$ cat src/rtl/ctrl_pkg.sv
// ctrl_pkg: state, opcode and mux-select encodings shared by the multicycle control path
package ctrl_pkg;

    typedef enum logic [3:0] {
        S_FETCH    = 4'd0,
        S_DECODE   = 4'd1,
        S_MEMADR   = 4'd2,
        S_MEMREAD  = 4'd3,
        S_MEMWB    = 4'd4,
        S_MEMWRITE = 4'd5,
        S_EXECUTER = 4'd6,
        S_EXECUTEI = 4'd7,
        S_ALUWB    = 4'd8,
        S_JAL      = 4'd9,
        S_BEQ      = 4'd10,
        S_LUI      = 4'd11
    } state_t;

    localparam logic [6:0] OP_LW  = 7'b0000011;
    localparam logic [6:0] OP_SW  = 7'b0100011;
    localparam logic [6:0] OP_R   = 7'b0110011;
    localparam logic [6:0] OP_I   = 7'b0010011;
    localparam logic [6:0] OP_JAL = 7'b1101111;
    localparam logic [6:0] OP_BEQ = 7'b1100011;
    localparam logic [6:0] OP_LUI = 7'b0110111;

    localparam logic [1:0] RES_ALUOUT = 2'b00;
    localparam logic [1:0] RES_DATA   = 2'b01;
    localparam logic [1:0] RES_ALURES = 2'b10;
    localparam logic [1:0] RES_IMM    = 2'b11;

    localparam logic [1:0] SRCA_PC    = 2'b00;
    localparam logic [1:0] SRCA_OLDPC = 2'b01;
    localparam logic [1:0] SRCA_RD1   = 2'b10;

    localparam logic [1:0] SRCB_RD2   = 2'b00;
    localparam logic [1:0] SRCB_IMM   = 2'b01;
    localparam logic [1:0] SRCB_FOUR  = 2'b10;

    localparam logic [1:0] ALU_ADD    = 2'b00;
    localparam logic [1:0] ALU_SUB    = 2'b01;
    localparam logic [1:0] ALU_FUNCT  = 2'b10;

    function automatic logic is_legal_op(input logic [6:0] op);
        return op inside {OP_LW, OP_SW, OP_R, OP_I, OP_JAL, OP_BEQ, OP_LUI};
    endfunction

endpackage

$ cat src/rtl/ctrl_outdec.sv
// ctrl_outdec: Moore decode of control state into mux selects and raw (ungated) strobes
module ctrl_outdec
    import ctrl_pkg::*;
(
    input  state_t     state,
    input  logic       mem_ready,
    output logic       adr_src,
    output logic       mem_write,
    output logic       ir_write,
    output logic       pc_update,
    output logic       branch,
    output logic       reg_write,
    output logic [1:0] result_src,
    output logic [1:0] alu_src_a,
    output logic [1:0] alu_src_b,
    output logic [1:0] alu_op
);

    // per-state output table; anything not set for a state stays 0
    always_comb begin
        adr_src    = 1'b0;
        mem_write  = 1'b0;
        ir_write   = 1'b0;
        pc_update  = 1'b0;
        branch     = 1'b0;
        reg_write  = 1'b0;
        result_src = RES_ALUOUT;
        alu_src_a  = SRCA_PC;
        alu_src_b  = SRCB_RD2;
        alu_op     = ALU_ADD;
        case (state)
            S_FETCH: begin
                alu_src_b  = SRCB_FOUR;
                result_src = RES_ALURES;
                ir_write   = mem_ready;
                pc_update  = mem_ready;
            end
            S_DECODE: begin
                alu_src_a = SRCA_OLDPC;
                alu_src_b = SRCB_IMM;
            end
            S_MEMADR: begin
                alu_src_a = SRCA_RD1;
                alu_src_b = SRCB_IMM;
            end
            S_MEMREAD:  adr_src = 1'b1;
            S_MEMWB: begin
                result_src = RES_DATA;
                reg_write  = 1'b1;
            end
            S_MEMWRITE: begin
                adr_src   = 1'b1;
                mem_write = 1'b1;
            end
            S_EXECUTER: begin
                alu_src_a = SRCA_RD1;
                alu_op    = ALU_FUNCT;
            end
            S_EXECUTEI: begin
                alu_src_a = SRCA_RD1;
                alu_src_b = SRCB_IMM;
                alu_op    = ALU_FUNCT;
            end
            S_ALUWB:    reg_write = 1'b1;
            S_JAL: begin
                alu_src_a = SRCA_OLDPC;
                alu_src_b = SRCB_FOUR;
                pc_update = 1'b1;
            end
            S_BEQ: begin
                alu_src_a = SRCA_RD1;
                alu_op    = ALU_SUB;
                branch    = 1'b1;
            end
            S_LUI: begin
                result_src = RES_IMM;
                reg_write  = 1'b1;
            end
            default: ;
        endcase
    end

endmodule

$ cat src/rtl/multicycle_ctrl_fsm.sv
// multicycle_ctrl_fsm: main sequencer for the multicycle RISC-V datapath
module multicycle_ctrl_fsm
    import ctrl_pkg::*;
(
    input  logic       clk,
    input  logic       rst_n,
    input  logic [6:0] op,
    input  logic       zero,
    input  logic       mem_ready,
    output logic       pc_write,
    output logic       adr_src,
    output logic       mem_write,
    output logic       ir_write,
    output logic [1:0] result_src,
    output logic [1:0] alu_src_a,
    output logic [1:0] alu_src_b,
    output logic [1:0] alu_op,
    output logic       reg_write,
    output logic       illegal_op
);

    state_t state, next;
    logic   mem_write_raw, ir_write_raw, reg_write_raw, pc_update, branch;

    // state register; reset aborts any instruction in flight and returns to fetch
    always_ff @(posedge clk or negedge rst_n) begin
        if (!rst_n) state <= S_FETCH;
        else        state <= next;
    end

    // next-state: op is only looked at in DECODE and MEMADR
    always_comb begin
        next = S_FETCH;
        case (state)
            S_FETCH:    next = mem_ready ? S_DECODE : S_FETCH;
            S_DECODE: begin
                case (op)
                    OP_LW, OP_SW: next = S_MEMADR;
                    OP_R:         next = S_EXECUTER;
                    OP_I:         next = S_EXECUTEI;
                    OP_JAL:       next = S_JAL;
                    OP_BEQ:       next = S_BEQ;
                    OP_LUI:       next = S_LUI;
                    default:      next = S_FETCH;
                endcase
            end
            S_MEMADR:   next = (op == OP_LW) ? S_MEMREAD : S_MEMWRITE;
            S_MEMREAD:  next = mem_ready ? S_MEMWB : S_MEMREAD;
            S_MEMWRITE: next = mem_ready ? S_FETCH : S_MEMWRITE;
            S_EXECUTER, S_EXECUTEI, S_JAL: next = S_ALUWB;
            default:    next = S_FETCH;
        endcase
    end

    ctrl_outdec u_outdec (
        .state      (state),
        .mem_ready  (mem_ready),
        .adr_src    (adr_src),
        .mem_write  (mem_write_raw),
        .ir_write   (ir_write_raw),
        .pc_update  (pc_update),
        .branch     (branch),
        .reg_write  (reg_write_raw),
        .result_src (result_src),
        .alu_src_a  (alu_src_a),
        .alu_src_b  (alu_src_b),
        .alu_op     (alu_op)
    );

    // strobes are held off while reset is low so nothing commits during an abort
    always_comb begin
        pc_write   = rst_n & (pc_update | (branch & zero));
        mem_write  = rst_n & mem_write_raw;
        ir_write   = rst_n & ir_write_raw;
        reg_write  = rst_n & reg_write_raw;
        illegal_op = rst_n & (state == S_DECODE) & ~is_legal_op(op);
    end

endmodule

$ cat config.mk
export PLATFORM = sky130hd
export DESIGN_NAME = multicycle_ctrl_fsm
export DESIGN_NICKNAME = d
export VERILOG_FILES = /design/src/rtl/ctrl_pkg.sv /design/src/rtl/ctrl_outdec.sv /design/src/rtl/multicycle_ctrl_fsm.sv
export SDC_FILE = /design/constraint.sdc
export NUM_CORES = 1
export LEC_CHECK = 0
export ABC_AREA = 1
export BUFFER_PORTS_ARGS = -buffer_cell sky130_fd_sc_hd__buf_2
export CAP_MARGIN = 20
export CORE_MARGIN = 1.5
export CORE_UTILIZATION = 40
export CTS_BUF_LIST = sky130_fd_sc_hd__clkbuf_4
export DETAILED_ROUTE_END_ITERATION = 10
export HOLD_SLACK_MARGIN = 0.08
export PLACE_DENSITY = 0.7
export SETUP_SLACK_MARGIN = 0.05
export SLEW_MARGIN = 10
export SYNTH_ARGS = -nofsm -noshare
export SYNTH_HDL_FRONTEND = slang
export SYNTH_SLANG_ARGS = --single-unit
$ cat constraint.sdc
create_clock -name clk -period 0.9 [get_ports clk]
set_input_delay 0.09 -clock clk [delete_from_list [all_inputs] [get_ports clk]]
set_output_delay 0.09 -clock clk [all_outputs]
set_load 0.01 [all_outputs]
**After elaboration in Yosys (flattened, before gate mapping)**

Cells that the tools add are included.

- Bits of input ports: 11
- Output and inout port bits: 14
- Word-level logic and storage cells: 55
- Bits in registers: 4

- Mux-type cells: 16
- Reduce and logical (&&, ||, !) cells: 11
- Equal/unequal tests: 18
- Bitwise logic cells: 9

Operator list:

| operator | number |
|---|---|
| case mux 4 bit (6 select lines) | 2 |
| == test 7 x 6 -> 1 bit (second input constant) | 3 |
| == test 4 x 3 -> 1 bit (second input constant) | 4 |
| == test 4 bit (second input constant) | 4 |
| == test 7 bit (second input constant) | 2 |
| case mux 2 bit (2 select lines) | 3 |
| OR reduction 2 bit | 5 |
| two-way mux 3 bit | 3 |
| OR reduction 3 bit | 3 |
| == test 4 x 2 -> 1 bit (second input constant) | 2 |
| bitwise AND 1 bit | 7 |
| == test 7 x 2 -> 1 bit (second input constant) | 1 |
| == test 7 x 5 -> 1 bit (second input constant) | 1 |
| nonzero test 7 bit | 1 |
| two-way mux 1 bit | 6 |
| case mux 2 bit (3 select lines) | 1 |
| == test 4 x 1 -> 1 bit (second input constant) | 1 |
| zero test 4 bit | 1 |
| OR reduction 4 bit | 1 |
| case mux 1 bit (2 select lines) | 1 |
| NOT 1 bit | 1 |
| bitwise OR 1 bit | 1 |

**Longest topological paths before layout**

Gate-level depths: netlist (run 1).

- Depth after elaboration: 5
- Gate-level depth with buffers: 7
- Gate-level depth less buffers: 7

**Cells and area by module**

From an unflattened synthesis (run 1), not the netlist that was laid out.

- Cells, all modules: 117
- Area total of the unflattened synthesis: 600.6 um^2

By module, submodules not included:

| module | area each (um^2) | instances | seq. area each (um^2) | cells each |
|---|---|---|---|---|
| multicycle_ctrl_fsm | 444.2 | 1 | 100.1 | 79 |
| ctrl_outdec | 156.4 | 1 | 0.0 | 38 |

**Least setup slack after synthesis (run 1)**

OpenSTA, ideal clock, no wires.

- Path type: register to output
- From: reg state[2]
- To: out pc_write
- Data arrival time: 1.053 ns
- Path slack: -0.243 ns
- Cell stages (with the launch flop): 6
- Path buffers: 0
- Required time: 0.810 ns
- Cells stage by stage: dfrtp_1 -> inv_2 -> nand2_2 -> nor2_1 -> nand2_1 -> a31oi_1

- Word-level cells in the longest chain between the ends: 5
- Elaborated cells on any way between the ends: 8
- Those cells by class: 2 x eq/ne; 2 x mux; 3 x bitwise; 1 x reduce/logical

RTL lines:

| item | RTL line | RTL |
|---|---|---|
| start: declaration | multicycle_ctrl_fsm.sv:22 | `state_t state, next;` |
| start signal: assignment | multicycle_ctrl_fsm.sv:28 | `else state <= next;` |
| == test 4 bit | ctrl_outdec.sv:31 | `case (state)` |
| two-way mux 1 bit | ctrl_outdec.sv:31 |  |
| bitwise AND 1 bit | multicycle_ctrl_fsm.sv:72 | `pc_write = rst_n & (pc_update \| (branch & zero));` |
| bitwise OR 1 bit (*) | multicycle_ctrl_fsm.sv:72 |  |
| bitwise AND 1 bit (*) | multicycle_ctrl_fsm.sv:72 |  |
| end: declaration | multicycle_ctrl_fsm.sv:10 | `output logic pc_write,` |

Every way passes the cells marked *; elsewhere a longest branch is shown, timed or not.

**Worst setup path in the final report (run 1)**

- From: reg state[1]
- To: out reg_write

- Word-level cells in the longest chain between the ends: 4
- Elaborated cells on any way between the ends: 6
- Those cells by class: 3 x eq/ne; 1 x mux; 1 x bitwise; 1 x reduce/logical

RTL lines:

| item | RTL line | RTL |
|---|---|---|
| == test 4 bit or == test 4 x 3 -> 1 bit (tied branches) | ctrl_outdec.sv:31 |  |
| OR reduction 3 bit (no line) (*) | - |  |
| two-way mux 1 bit (*) | ctrl_outdec.sv:31 |  |
| bitwise AND 1 bit (*) | multicycle_ctrl_fsm.sv:75 | `reg_write = rst_n & reg_write_raw;` |
| end: declaration | multicycle_ctrl_fsm.sv:18 | `output logic reg_write,` |

Marked as above.

==> impl_metrics.toml, run 1 <==
[logic_synthesis]
yosysSeqAreaShare = 0.193
synth_cell_types = 17
netlist.area_leader.share = 0.267
synth_edf_count = 0
async_flop_share = 1.00
yosys-top-cells-area = "nand2_1, dfrtp_1, nor2_1, inv_1, nand3_1"
syn_area_um2 = 519
yosys_register_bits = 4
netlist_instances = 103
yosys_warnings = 0
synth_area_leader_cell = "nand2_1"
avgSynthCellArea_um2 = 5.04
synthesis.nets = 114
yosysMostFrequentCell = "nand2_1"
ys.flop_type = "dfrtp_1"
synth_common_cells = "nand2_1, nor2_1, inv_1, nand3_1"

[worst_setup_path]
cp_cell_sequence = "nand2_2, inv_1, nand2_4, nand2_2, o21ai_1, inv_1, buf_2"
required_ps = 810
path_max_fanout = 5
r2r_start = "state[1]"
cp-end-kind = "output pin"
cp_slowest_stage_delay_ps = 450
crit_start = "state[1]"
crit_buf_inv = 3
worst_ep_arrival_time_ps = 1360
path_class = "reg -> out"
startpoint_type = "register"
critPathSlowestCell = "dfrtp_2"
cp_top_family = "flip-flops"

[cts]
cts_tree = "done"
ctsLongestPathBuffers = 2
numCtsBuffers = 3
htreeDepth = 1
cts_root_buf = "clkbuf_4"
cts_sinks = 4
clk_latency_ps = 230
path_clk_slew_ps = 40

[sta]
setup_slack_ps = -546
setup_viol = 18
hold_viol_final = 0
finalClockSkew_ps = 0.671
tightestPinTransition_ps = 221
max_slew_margin = 0.852
slew_violations = 0
rsz0062_at_grt = "true"
timing.fmax_ghz = 0.692
layout_min_cycle_time_ps = 1450
finalCritPeriodShare = 1.61

[cells_and_area]
regMostFlops = "state"
nNetsFinal = 157
top_regs = "state x4"
diodes = 0
drive_gt1_frac = 0.535
utilization = 0.818
multi_input_comb_area_um2 = 459
largest_reg_flops = 4
area_growth_pct = 82.2
fill_cells = 80
seq_area_um2 = 103

[placement]
port_buffers = 24
dp_slack_ps = -301
hpwl_mm = 1.24
gp_congestion = 0.816

[detailed_routing]
drtIter0Drc = 26
met3_wirelength_um = 47
wl_met2_um = 934
drc = 0
viasPerCell = 4.78
dr.max_layer_used = "met4"
ant_nets = 0
drtPass1Iterations = 5
routedLengthMet1_um = 920
wirelength_mm = 1.92
via_count = 756
drt-wirelength-per-cell_um = 12.2

[power_and_ir_drop]
switchingPower_uw = 312
pwr-share-seq = 0.253
p_clk_frac = 0.262
intPower_uw = 536
power_density_nw_per_um2 = 896
p_sw_frac = 0.368
power_leakage_uw = 0.000569
ir_worst_vdd_uv = 674
power_frac_comb = 0.486

[floorplan]
coreArea_um2 = 1160
die_area_um2 = 1520
die_h_um = 39.0
rows = 12
start_util = 0.449
fp.dieW_um = 39.0
io_pins = 25

[grt]
grt_max_degree = 6
grt_pass1_vias = 668
grt_pass1_wl_mm = 2.83
grt_overflow = 0
grt_usage = 0.274
antenna_found_initial = 0

[min_path]
hold_class = "in -> reg"
hold_start = "op[4]"

[outcome]
status = "finished, violations left"
failed_checks = "setup timing"

[job]
maxCapViolCount = 0
[worst paths after layout]
check	endpoint	slack, ps	cells after the start
max	reg_write	-550	7
min	state[2]	160	3
max reg2reg	state[2]	-280	7
min reg2reg	state[3]	780	4
max in group asynchronous	state[0]	390	2
min in group asynchronous	state[2]	310	2
[kinds of logic after synthesis]
kind of cell / count (synthesis) / share of synthesized area
compound gates: 7 / 0.0723
buf+inv: 19 / 0.137
flops: 4 / 0.193
simple gates: 73 / 0.598
[final cells by class]
class	count	share of cell area
Inverter	19	0.0807
Sequential cell	4	0.108
Timing Repair Buffer	38	0.283
Tap cell	14	0.0185
Multi-Input combinational cell	80	0.485
Clock buffer	3	0.0238
[what timing repair did]
item | 4_1_cts | 5_1_grt
setup buffers | 3 | 2
hold buffers | 1 | 0
pin swaps | 7 | 5
gates resized for setup | 18 | 18
endpoints found under the hold margin | 4 | 0
endpoints found under the setup margin | 18 | 18
[per-stage QoR]
step	cell area (um^2)	hold slack, ps	std cells	total power, uW	TNS [ps]
6_report	946	162	158	848	-7100
5_1_grt	946	189	158	900	-8170
4_1_cts	861	158	156	781	-6490
3_5_place_dp	771	-68.5	151	512	-3520
3_3_place_gp	771	-68.8	151	510	-3250
2_1_floorplan	558	-206	103	374	-959
[power groups by stage]
stage / registers [uW] / logic, uW / clock network [uW]
global route: 216 / 446 / 238
detailed placement: 208 / 304 / 0
finish: 214 / 412 / 222
floorplan: 204 / 169 / 0
CTS: 214 / 339 / 229
global placement: 208 / 302 / 0
[layer usage]
layer,GRT usage,vias to the layer above
met3,0.0173,2
li1,-,400
met1,0.382,338
met4,0.0776,0
met5,0,-
met2,0.446,16
[cell usage in the layout (no fill, tap or decap), drive strengths merged]
master and instances:
a21oi 3, a31oi 1, buf 37, clkbuf 3, dfrtp 4, dlygate4sd3 1, inv 19, nand2 41
nand3 6, nand4 1, nor2 24, nor3 1, o21ai 2, o22ai 1
[worst reg2reg max path: cells and delay by family, from the launching register on]
| kind | cells | cell delay [ps] |
|---|---|---|
| flip-flops | 1 | 450 |
| AND/OR/NAND/NOR | 4 | 340 |
| buffers and inverters | 3 | 320 |
(Power assumes the default switching activity.)
==> run 2, diff against run 1 <==
--- a/config.mk
+++ b/config.mk
@@ -8,12 +8,15 @@
 export ABC_AREA = 1
 export BUFFER_PORTS_ARGS = -buffer_cell sky130_fd_sc_hd__buf_2
 export CAP_MARGIN = 20
+export CELL_PAD_IN_SITES_DETAIL_PLACEMENT = 1
+export CELL_PAD_IN_SITES_GLOBAL_PLACEMENT = 1
+export CORE_ASPECT_RATIO = 1.1
 export CORE_MARGIN = 1.5
-export CORE_UTILIZATION = 40
+export CORE_UTILIZATION = 26
 export CTS_BUF_LIST = sky130_fd_sc_hd__clkbuf_4
 export DETAILED_ROUTE_END_ITERATION = 10
 export HOLD_SLACK_MARGIN = 0.08
-export PLACE_DENSITY = 0.7
+export PLACE_DENSITY = 0.73
 export SETUP_SLACK_MARGIN = 0.05
 export SLEW_MARGIN = 10
 export SYNTH_ARGS = -nofsm -noshare
==> run 2 against run 1 <==
The flow still finishes with violations (setup timing). Clock power grew 12%. Register-to-register slack is essentially flat. Wire length grew 33%. Design area grew 14%. Cell count grew 14%. Non-clock buffer count grew 9. Sequential share of layout area shrank 1.1 points. Core utilization shrank 22 points. Count of clock-buffer cells in the layout is the same. Power grew 10%. Worst hold slack lost 4.3 ps. Clock skew grew 12 ps. Highest routed layer unchanged.
==> impl_metrics.toml, run 2 (same netlist as run 1, synthesis figures left out) <==
[sta]
setup_tns_ps = -7970
timing.hold.ws_ps = 158
setup_slack_ps = -575
timing.fmax_ghz = 0.678
setup_viol = 18
slew_violations = 0
finalClockSkew_ps = 12.7
tightestPinTransition_ps = 178
hold_viol_final = 0
finalCritPeriodShare = 1.64
max_slew_margin = 0.881
rsz0062_at_grt = "true"
layout_min_cycle_time_ps = 1480

[grt]
grt_overflow = 0
grt_usage = 0.208
antenna_found_initial = 0
grt_max_degree = 6
grt_pass1_wl_mm = 3.39
grt_pass1_vias = 858

[cts]
path_clk_slew_ps = 50
cts_sinks = 4
ctsLongestPathBuffers = 2
numCtsBuffers = 3
htreeDepth = 1
cts_tree = "done"
cts_root_buf = "clkbuf_4"
clk_latency_ps = 250

[detailed_routing]
viasPerCell = 4.72
drtIter0Drc = 12
wirelength_mm = 2.56
drc = 0
drt-wirelength-per-cell_um = 14.2
drtPass1Iterations = 4
via_count = 849
ant_nets = 0

[power_and_ir_drop]
fin_total_pwr_uw = 935
power_leakage_uw = 0.000618
power_density_nw_per_um2 = 865
ir_worst_vdd_uv = 620

[worst_setup_path]
r2r_slack_ps = -290
cp-end-kind = "output pin"
worst_ep_arrival_time_ps = 1390
path_max_fanout = 5
path_class = "reg -> out"
startpoint_type = "register"
r2r_start = "state[1]"
r2r_end = "state[2]"
required_ps = 810
reg2reg_depth = 7

[cells_and_area]
nNetsFinal = 166
final_cell_mix = "nand2_1, buf_2, buf_4"
largest_reg_flops = 4
area_growth_pct = 108
final_common_cell = "nand2_1"
regMostFlops = "state"
utilization = 0.593
top_regs = "state x4"
drive_gt1_frac = 0.588
diodes = 0
fill_cells = 252

[floorplan]
die_h_um = 49.9
coreArea_um2 = 1820
die_area_um2 = 2270
rows = 16
start_util = 0.285
fp.dieW_um = 45.6
io_pins = 25

[job]
maxCapViolCount = 0

[placement]
port_buffers = 24
gp_congestion = 0.810
hpwl_mm = 1.53

[outcome]
status = "finished, violations left"
failed_checks = "setup timing"

[min_path]
whs_path_depth = 3
hold_class = "in -> reg"
hold_end = "state[2]"
hold_start = "op[4]"
run 2: cell count changes in the layout (fill, tap and decap cells not counted), moves of 3 or more:
cell	before	now
buf_6	8	13
buf_4	9	14
nand2_2	7	4
inv_4	0	4
run 2: worst max-delay path by stage:
stage              from   endpoint  slack, ps
6_report       state[1]  reg_write       -580
5_1_grt        state[3]  reg_write       -630
4_1_cts        state[2]   pc_write       -500
3_5_place_dp   state[1]   pc_write       -310
3_3_place_gp   state[0]   pc_write       -280
2_1_floorplan  state[3]  reg_write       -120
run 2: per-layer routing:
layer  share of wire  wire, um  vias up  track usage
li1                -         -      410            -
met1            0.35       902      402        0.187
met2            0.60      1540       29        0.408
met3           0.016        40        8       0.0220
met4           0.032        81        0        0.118
met5               0         0        -            0
run 2: repair_timing:
action	CTS	global route
setup endpoints to repair	18	18
setup buffers	3	5
cloned	0	0
hold buffers	1	0
pin swaps	10	4
endpoints found under the hold margin	4	0
gates resized for setup	27	23
run 2: critical path, stage by stage, from the launching register on:
cell and delay, ps:
dfrtp_2 450, nand2_1 120, inv_1 80, nand2_2 90
nand2_2 70, o21ai_1 120, inv_1 70, buf_2 140
run 2: area by class of cell:
cell class / count / area, um^2 / area share
Tap cell: 27 / 33.8 / 0.0312
Inverter: 19 / 81.3 / 0.0752
Timing Repair Buffer: 47 / 357 / 0.330
Multi-Input combinational cell: 80 / 482 / 0.446
Sequential cell: 4 / 105 / 0.0972
Clock buffer: 3 / 22.5 / 0.0208
run 2: power by group:
group / switching [uW] / internal [uW] / leakage, uW
clock network: 97.9 / 151 / 0.0000138
registers: 21.9 / 192 / 0.0000480
logic: 255 / 216 / 0.000556
run 2: stage by stage:
step | worst slack [ps] | instances | instance area [um^2]
after detailed placement | -306 | 170 | 832
after CTS | -495 | 177 | 977
after floorplan | -123 | 103 | 558
after global routing | -627 | 180 | 1080
after global placement | -283 | 170 | 832
final | -575 | 180 | 1080
